### src/rtl/alu_seq_pkg.sv
// Shared types and helpers for the ALU operation sequencer.
// Opcode encoding matches the decode stage; codes D..F are reserved NOPs.
package alu_seq_pkg;

  localparam int WIDTH = 8;
  localparam int CNT_W = 3;

  typedef enum logic [3:0] {
    OP_ADD   = 4'h0,
    OP_ADC   = 4'h1,
    OP_SUB   = 4'h2,
    OP_SBB   = 4'h3,
    OP_AND   = 4'h4,
    OP_OR    = 4'h5,
    OP_XOR   = 4'h6,
    OP_CMP   = 4'h7,
    OP_SHL   = 4'h8,
    OP_SHR   = 4'h9,
    OP_SAR   = 4'hA,
    OP_ROL   = 4'hB,
    OP_ROR   = 4'hC,
    OP_NOP_D = 4'hD,
    OP_NOP_E = 4'hE,
    OP_NOP_F = 4'hF
  } alu_op_t;

  typedef enum logic [1:0] {
    IDLE  = 2'd0,
    SHIFT = 2'd1,
    DONE  = 2'd2
  } seq_state_t;

  function automatic logic is_shift(input alu_op_t op);
    return (op >= OP_SHL) && (op <= OP_ROR);
  endfunction

endpackage

### src/rtl/alu_shift_step.sv
// One-bit shift/rotate of a WIDTH-bit value; reports the bit that left the word.
module alu_shift_step
  import alu_seq_pkg::*;
(
  input  alu_op_t           op,
  input  logic [WIDTH-1:0]  value,
  output logic [WIDTH-1:0]  next_value,
  output logic              shifted_bit
);

  always_comb begin
    next_value  = value;
    shifted_bit = 1'b0;
    case (op)
      OP_SHL: begin
        next_value  = {value[WIDTH-2:0], 1'b0};
        shifted_bit = value[WIDTH-1];
      end
      OP_SHR: begin
        next_value  = {1'b0, value[WIDTH-1:1]};
        shifted_bit = value[0];
      end
      OP_SAR: begin
        next_value  = {value[WIDTH-1], value[WIDTH-1:1]};
        shifted_bit = value[0];
      end
      OP_ROL: begin
        next_value  = {value[WIDTH-2:0], value[WIDTH-1]};
        shifted_bit = value[WIDTH-1];
      end
      OP_ROR: begin
        next_value  = {value[0], value[WIDTH-1:1]};
        shifted_bit = value[0];
      end
      default: begin
        next_value  = value;
        shifted_bit = 1'b0;
      end
    endcase
  end

endmodule

### src/rtl/alu_op_sequencer.sv
// Accepts one ALU op at a time, computes it (iterating shifts bit by bit),
// and presents the result plus CF/OF and a one-cycle update_flags strobe.
module alu_op_sequencer
  import alu_seq_pkg::*;
(
  input  logic              clk,
  input  logic              rst,
  input  logic              op_valid,
  output logic              op_ready,
  input  logic [3:0]        op_code,
  input  logic [WIDTH-1:0]  op_a,
  input  logic [WIDTH-1:0]  op_b,
  input  logic              carry_flag,
  output logic              res_valid,
  output logic [WIDTH-1:0]  res_data,
  output logic              res_write,
  output logic [WIDTH-1:0]  alu_result,
  output logic              carry_out,
  output logic              overflow_out,
  output logic              update_flags,
  output logic              busy
);

  localparam int MSB = WIDTH - 1;

  seq_state_t        state_reg;
  alu_op_t           op_reg;
  logic [WIDTH-1:0]  val_reg;
  logic [CNT_W-1:0]  cnt_reg;
  logic              msb_reg;
  logic              one_reg;
  logic [WIDTH-1:0]  res_data_reg;
  logic              cf_reg;
  logic              of_reg;
  logic              res_valid_reg;
  logic              res_write_reg;
  logic              upd_reg;

  alu_op_t           op_in;
  logic [CNT_W-1:0]  cnt_in;
  logic              shift_req;
  logic [WIDTH:0]    sum9;
  logic [WIDTH-1:0]  comb_res;
  logic              comb_cf;
  logic              comb_of;
  logic              comb_write;
  logic              comb_upd;
  logic [WIDTH-1:0]  step_val;
  logic              step_bit;
  logic              shift_of;

  assign op_in     = alu_op_t'(op_code);
  assign cnt_in    = op_b[CNT_W-1:0];
  assign shift_req = is_shift(op_in) && (cnt_in != '0);

  // Single-cycle result, evaluated on the operands present at accept.
  always_comb begin
    sum9       = '0;
    comb_res   = op_a;
    comb_cf    = 1'b0;
    comb_of    = 1'b0;
    comb_write = 1'b1;
    comb_upd   = 1'b1;
    case (op_in)
      OP_ADD, OP_ADC: begin
        sum9     = {1'b0, op_a} + {1'b0, op_b}
                 + {{WIDTH{1'b0}}, (op_in == OP_ADC) & carry_flag};
        comb_res = sum9[WIDTH-1:0];
        comb_cf  = sum9[WIDTH];
        comb_of  = (op_a[MSB] == op_b[MSB]) && (sum9[MSB] != op_a[MSB]);
      end
      OP_SUB, OP_SBB, OP_CMP: begin
        sum9       = {1'b0, op_a} - {1'b0, op_b}
                   - {{WIDTH{1'b0}}, (op_in == OP_SBB) & carry_flag};
        comb_res   = sum9[WIDTH-1:0];
        comb_cf    = sum9[WIDTH];
        comb_of    = (op_a[MSB] != op_b[MSB]) && (sum9[MSB] != op_a[MSB]);
        comb_write = (op_in != OP_CMP);
      end
      OP_AND: comb_res = op_a & op_b;
      OP_OR:  comb_res = op_a | op_b;
      OP_XOR: comb_res = op_a ^ op_b;
      OP_SHL, OP_SHR, OP_SAR, OP_ROL, OP_ROR: begin
        // Only reached with a zero count: pass op_a through, leave flags alone.
        comb_res = op_a;
        comb_upd = 1'b0;
      end
      default: begin
        comb_write = 1'b0;
        comb_upd   = 1'b0;
      end
    endcase
  end

  alu_shift_step u_shift_step (
    .op          (op_reg),
    .value       (val_reg),
    .next_value  (step_val),
    .shifted_bit (step_bit)
  );

  // OF is defined only for single-bit shifts; multi-bit shifts clear it.
  always_comb begin
    shift_of = 1'b0;
    if (one_reg) begin
      case (op_reg)
        OP_SHL, OP_ROL: shift_of = step_val[MSB] ^ step_bit;
        OP_SHR:         shift_of = msb_reg;
        OP_ROR:         shift_of = step_val[MSB] ^ step_val[MSB-1];
        default:        shift_of = 1'b0;
      endcase
    end
  end

  always_ff @(posedge clk) begin
    if (rst) begin
      state_reg     <= IDLE;
      op_reg        <= OP_ADD;
      val_reg       <= '0;
      cnt_reg       <= '0;
      msb_reg       <= 1'b0;
      one_reg       <= 1'b0;
      res_data_reg  <= '0;
      cf_reg        <= 1'b0;
      of_reg        <= 1'b0;
      res_valid_reg <= 1'b0;
      res_write_reg <= 1'b0;
      upd_reg       <= 1'b0;
    end else begin
      case (state_reg)
        IDLE: begin
          if (op_valid) begin
            op_reg        <= op_in;
            val_reg       <= op_a;
            cnt_reg       <= cnt_in;
            msb_reg       <= op_a[MSB];
            one_reg       <= (cnt_in == CNT_W'(1));
            res_write_reg <= comb_write;
            if (shift_req) begin
              state_reg <= SHIFT;
            end else begin
              state_reg     <= DONE;
              res_valid_reg <= 1'b1;
              upd_reg       <= comb_upd;
              res_data_reg  <= comb_res;
              if (comb_upd) begin
                cf_reg <= comb_cf;
                of_reg <= comb_of;
              end
            end
          end
        end
        SHIFT: begin
          val_reg <= step_val;
          cnt_reg <= cnt_reg - 1'b1;
          if (cnt_reg == CNT_W'(1)) begin
            state_reg     <= DONE;
            res_valid_reg <= 1'b1;
            upd_reg       <= 1'b1;
            res_data_reg  <= step_val;
            cf_reg        <= step_bit;
            of_reg        <= shift_of;
          end
        end
        DONE: begin
          state_reg     <= IDLE;
          res_valid_reg <= 1'b0;
          res_write_reg <= 1'b0;
          upd_reg       <= 1'b0;
        end
        default: state_reg <= IDLE;
      endcase
    end
  end

  assign op_ready     = (state_reg == IDLE);
  assign busy         = (state_reg != IDLE);
  assign res_valid    = res_valid_reg;
  assign res_data     = res_data_reg;
  assign res_write    = res_write_reg;
  assign alu_result   = res_data_reg;
  assign carry_out    = cf_reg;
  assign overflow_out = of_reg;
  assign update_flags = upd_reg;

endmodule

### config.mk
export PLATFORM = sky130hd
export DESIGN_NAME = alu_op_sequencer
export DESIGN_NICKNAME = d
export VERILOG_FILES = /design/src/rtl/alu_seq_pkg.sv /design/src/rtl/alu_shift_step.sv /design/src/rtl/alu_op_sequencer.sv
export SDC_FILE = /design/constraint.sdc
export NUM_CORES = 1
export LEC_CHECK = 0
export ABC_AREA = 0
export BUFFER_PORTS_ARGS = -buffer_cell sky130_fd_sc_hd__buf_2
export CAP_MARGIN = 20
export CORE_MARGIN = 2
export CORE_UTILIZATION = 63
export DETAILED_ROUTE_END_ITERATION = 16
export MAX_ROUTING_LAYER = met4
export PLACE_DENSITY = 0.86
export SETUP_SLACK_MARGIN = 0.05
export SYNTH_ARGS = -nofsm -noshare
export SYNTH_HDL_FRONTEND = slang
export SYNTH_SLANG_ARGS = --single-unit
### constraint.sdc
create_clock -name clk -period 7.4 [get_ports clk]
set_input_delay 1.48 -clock clk [delete_from_list [all_inputs] [get_ports clk]]
set_output_delay 1.48 -clock clk [all_outputs]
set_load 0.03 [all_outputs]
==> metrics.csv, run 1 <==
metric,value,unit
drt first pass iters,5,
Diodes inserted,0,
clk_lat worst skew,290,ps
Post-DP Area,3490,um^2
setup TNS,0,ps
worst path arrival time,4430,ps
Routed WL per cell,17.6,um
worst r2r src,state_reg[1],
Mapped Cells,430,
Core Area,5110,um^2
vias in the first global route,3176,
Critical Path RT,7580,ps
HPWL Detailed,6870,um
"Seq/Total Area, Yosys",19.2,%
Synth-to-Final Area Change,7.46,%
endpoints failing setup,0,
final hold slack,464,ps
final cell count without fillers,520,
Total GRT Usage,32.0,%
post-synth net total,494,
Syn Std Cell Area,3340,um^2
fraction of layout cells with a size suffix above 1,13.3,%
Setup CP Type,primary input to flip-flop,
first-pass GRT wire length,15100,um
initial antenna violation count,0,
ys async rst share,0,%
Std-Cell Rows,26,
die footprint,5900,um^2
Placed Cells incl. Taps,513,
Worst VDD drop,0.167,mV
die width,76.8,um
count of different cell masters after synthesis,68,
clock root buffer,clkbuf_8,
final hold violation count,0,
critical-path maximum fanout,29,
# resized after CTS,0,
ys flop type,dfxtp_1,
Post-CTS Hold Fix Bufs,0,
hold_sp,alu_result[2],
power per cell area,313,nW/um^2
Startpoint Class,primary input,
Die Y,76.8,um
via count,3438,
H-tree depth,2,
"Core Util, Final",70.2,%
CTS tree,built,
"Min Clock Period, post-route",4250,ps
mean post-synth cell area,7.76,um^2
Worst slew margin,32.8,%
Filler Cells Inserted,449,
flop2flop setup slack,4900,ps
WHS Path Cells,2,
Max Freq,235,MHz
# clock sinks,32,
clock transition at the registers of the reported paths,60,ps
antenna-violating nets left,0,
WHS Endpoint,alu_result[2],
total wire length,9150,um
R2R cell count,8,
reg-to-reg endpoint,alu_result[6],
post-CTS setup buffers,0,
Port Buffers,46,
"FF+latch count, synth",32,
Worst Tran Pin Value,1010,ps
Yosys warnings,0,
RSZ-0062 raised after global routing,no,
NumNets Final,514,
total gr overflow,0,
Initial Util,65.4,%
Residual DRC,0,
period utilization,57.5,%
Final Cell Area,3590,um^2
# IOs,47,
Final GP Congestion,0.991,
worst hold path class,flip-flop to flip-flop,
Fin Clk Skew,3.83,ps
Pins Over Slew Limit,0,
P_leak,1.56,nW
Worst Setup End Kind,flip-flop,
Max Root-Sink Buffers,2,
outcome,"finished, final reports clean",
Starting DRT DRC Count,319,
number of synthesized flops with an enable pin,0,
largest net degree at the start of global routing,34,
Avg Vias per Cell,6.61,
CTS Buf Count,5,
number of max-cap violations,0,
## layout by cell type, fill, tap and decap left out, types with 4 or more instances in the layout
| cell type | count |
|---|---|
| a211oi_1 | 16 |
| a221oi_1 | 5 |
| nor2_1 | 24 |
| nand2b_1 | 8 |
| a31oi_1 | 5 |
| o211ai_1 | 11 |
| nor3_1 | 8 |
| nand3_1 | 6 |
| nand2_1 | 37 |
| o22ai_1 | 10 |
| xnor2_1 | 7 |
| o21ai_1 | 14 |
| inv_1 | 31 |
| o21ai_0 | 16 |
| fa_1 | 4 |
| a21oi_1 | 33 |
| nand3b_1 | 4 |
| clkbuf_8 | 7 |
| nor2b_1 | 4 |
| buf_2 | 46 |
| dfxtp_1 | 32 |
| ha_1 | 36 |
| o21a_1 | 6 |
| mux2i_1 | 12 |
## worst max-delay path, cell delays in order
cell and delay (ps):
buf_2 260, nor4bb_1 440, nand2_1 140, fa_1 450, fa_1 440, o21ai_1 230
a211oi_1 140, a31oi_1 210, xor2_1 160, a221oi_1 100, o41ai_1 370
## logic make-up after synthesis
logic type,after synthesis,synth area share (%)
AOI/OAI and AO/OA,148,29.8
and+or+nand+nor,119,18.9
buffers and inverters,66,8.77
adders and majority gates,41,16.2
DFF,32,19.2
muxes,13,3.94
xor gates and xnor gates,11,3.30
## cell type report
class	count	area, um^2	area share (%)
clock buffers	7	96.3	2.69
inverters	32	120	3.35
flip-flops and latches	32	641	17.9
well taps	70	87.6	2.44
repair buffers	47	238	6.63
multi-input cells	332	2400	67.0
## synth_stat cells (4+ instances only)
cell      instances  area share [%]
nand2_1          37             4.2
ha_1             36              13
a21oi_1          33             4.9
dfxtp_1          32              19
inv_1            31             3.5
nor2_1           24             2.7
a211oi_1         16             3.6
o21ai_0          16             2.4
o21ai_1          14             2.1
buf_2            12             1.8
clkbuf_1         12             1.3
mux2i_1          12             3.6
o211ai_1         11             2.5
o22ai_1          10             1.9
buf_4             8             1.8
nand2b_1          8             1.5
nor3_1            8             1.2
xnor2_1           7             1.8
nand3_1           6            0.90
o21a_1            6             1.3
a221oi_1          5             1.3
a31oi_1           5            0.94
fa_1              4             2.4
nand3b_1          4            0.90
nor2b_1           4            0.75
## metrics by stage
| step | setup slack, ps | total power [W] |
|---|---|---|
| 2_1_floorplan | 3170 | 0.000827 |
| 3_3_place_gp | 3100 | 0.000944 |
| 3_5_place_dp | 2920 | 0.000961 |
| 4_1_cts | 3210 | 0.00111 |
| 5_1_grt | 3040 | 0.00119 |
| 6_report | 3150 | 0.00112 |
## power breakdown
part	switching (W)	internal [W]	total (W)
combinational	0.000449	0.000228	0.000677
clock	0.0000648	0.0000828	0.000148
sequential	0.0000628	0.000234	0.000297
total	0.000576	0.000545	0.00112
## worst max-delay path by stage
stage / from / end / cells after the start
finish: op_code[3] / carry_out / 11
global route: op_code[3] / carry_out / 11
CTS: op_code[3] / carry_out / 11
detailed placement: op_code[3] / carry_out / 11
global placement: op_code[3] / carry_out / 11
floorplan: op_code[3] / carry_out / 12
## layer usage
layer / vias up / global-route usage [%] / part of all wire (%)
li1: 1616 / - / -
met4: 0 / 12.4 / 3.4
met5: - / - / 0
met2: 190 / 52.9 / 47
met3: 34 / 4.59 / 7.0
met1: 1598 / 39.4 / 42
(Power assumes the default switching activity.)
==> run 2: changes to the inputs <==
CORE_UTILIZATION = 59   (was 63)
PLACE_DENSITY = 0.81   (was 0.86)
clock period = 4.42 ns   (was 7.4 ns; I/O delays follow)
==> metrics.csv, run 2 (same netlist as run 1, synthesis figures left out) <==
metric,value,unit
outcome,"finished, final reports clean",
largest net degree at the start of global routing,33,
vias in the first global route,3121,
drt first pass iters,7,
"Largest stage delay, worst path",430,ps
Worst VDD drop,0.271,mV
HPWL Detailed,6730,um
Initial Util,61.0,%
worst hold path class,flip-flop to flip-flop,
Std-Cell Rows,27,
RSZ-0062 raised after global routing,no,
die footprint,6280,um^2
crit path buf inv count,1,
Worst Tran Pin Value,933,ps
P_leak,1.57,nW
H-tree depth,2,
Max Freq,282,MHz
setup TNS,0,ps
initial antenna violation count,0,
final hold violation count,0,
critical-path maximum fanout,13,
Critical Path RT,4620,ps
CTS Buf Count,5,
NumNets Final,516,
worst path arrival time,3740,ps
antenna-violating nets left,0,
"Cell Chain, Critical Path",buf_2 -> nor4bb_1 -> nand2_1 -> fa_1 -> fa_1 -> o21ai_1 -> a211oi_1 -> a31oi_1 -> xor2_1 -> a221oi_1 -> o41ai_1,
Diodes inserted,0,
final cell count without fillers,525,
Startpoint Class,primary input,
die width,79.2,um
Synth-to-Final Area Change,8.32,%
"Min Clock Period, post-route",3540,ps
"most common cell after layout, fill and taps aside",buf_2,
final hold slack,476,ps
# clock sinks,32,
# IOs,47,
number of max-cap violations,0,
clock root buffer,clkbuf_8,
power per cell area,527,nW/um^2
clock transition at the registers of the reported paths,70,ps
Max Root-Sink Buffers,2,
flop2flop setup slack,1910,ps
Residual DRC,0,
total gr overflow,0,
Die Y,79.2,um
Starting DRT DRC Count,335,
via count,3439,
Placed Cells incl. Taps,517,
Avg Vias per Cell,6.55,
fraction of layout cells with a size suffix above 1,13.7,%
total wire length,9110,um
CTS tree,built,
"Largest delay share family, worst path",compound AO/OA/AOI/OAI gates,
Final GP Congestion,0.937,
Worst Setup End Kind,flip-flop,
Core Area,5470,um^2
"commonest cells after routing, fill and taps aside","buf_2, nand2_1, ha_1",
Setup CP Type,primary input to flip-flop,
Routed WL per cell,17.4,um
Pins Over Slew Limit,0,
Port Buffers,46,
post-CTS setup buffers,0,
first-pass GRT wire length,14900,um
period utilization,80.2,%
Worst slew margin,37.8,%
endpoints failing setup,0,
Fin Clk Skew,6.59,ps
Post-CTS Hold Fix Bufs,0,
# resized after CTS,0,
clk_lat worst skew,300,ps
Power Total,0.00191,W
Total GRT Usage,30.8,%
"Top cell by count, worst path",fa_1,
crit path max-delay cell type,fa_1,
==> run 2: cell types whose count changed in the layout (fill, tap and decap cells not counted) <==
cell	delta
clkinv_2	+1
buf_4	+2
clkbuf_1	+1
bufinv_16	+1
clkbuf_8	-2
==> run 2: worst paths after layout <==
| path | startpoint | to | depth (start not counted) |
|---|---|---|---|
| setup / recovery | op_code[0] | carry_out | 11 |
| hold / removal | msb_reg | msb_reg | 2 |
| setup reg to reg | state_reg[1] | alu_result[6] | 8 |
| hold reg to reg | msb_reg | msb_reg | 2 |
==> run 2: final cells by class <==
class                           instances  area [um^2]
Clock buffer                            6         72.6
Clock inverter                          2         35.0
Fill cell                             523         1860
Inverter                               32          120
Multi-Input combinational cell        332         2400
Sequential cell                        32          641
Tap cell                               72         90.1
Timing Repair Buffer                   49          253
==> run 2: layer usage <==
| layer | track usage, % | part of all wire [%] |
|---|---|---|
| met1 | 39.5 | 42 |
| met2 | 48.0 | 47 |
| met3 | 2.95 | 7.5 |
| met4 | 16.7 | 3.7 |
| met5 | - | 0 |
==> run 2: worst register-to-register path: cells and delay by family (launching register included) <==
kind / cells / cell delay [ps]
DFF: 1 / 380
and+or+nand+nor: 1 / 570
adders and majority gates: 1 / 200
AOI/OAI and AO/OA: 4 / 910
buffers and inverters: 2 / 320
==> run 2: power by group <==
part	total [W]	switching (W)	internal [W]
clock	0.000285	0.000118	0.000167
sequential	0.000498	0.000106	0.000392
combinational	0.00112	0.000740	0.000382
total	0.00191	0.000963	0.000942
==> run 2: stage by stage <==
step / setup WS [ps] / utilization [%] / cell area [um^2]
global placement: 787 / 64.1 / 3510
finish: 877 / 66.1 / 3620
floorplan: 787 / - / 3340
global route: 765 / 66.1 / 3620
detailed placement: 632 / 64.1 / 3510
CTS: 959 / 66.1 / 3620
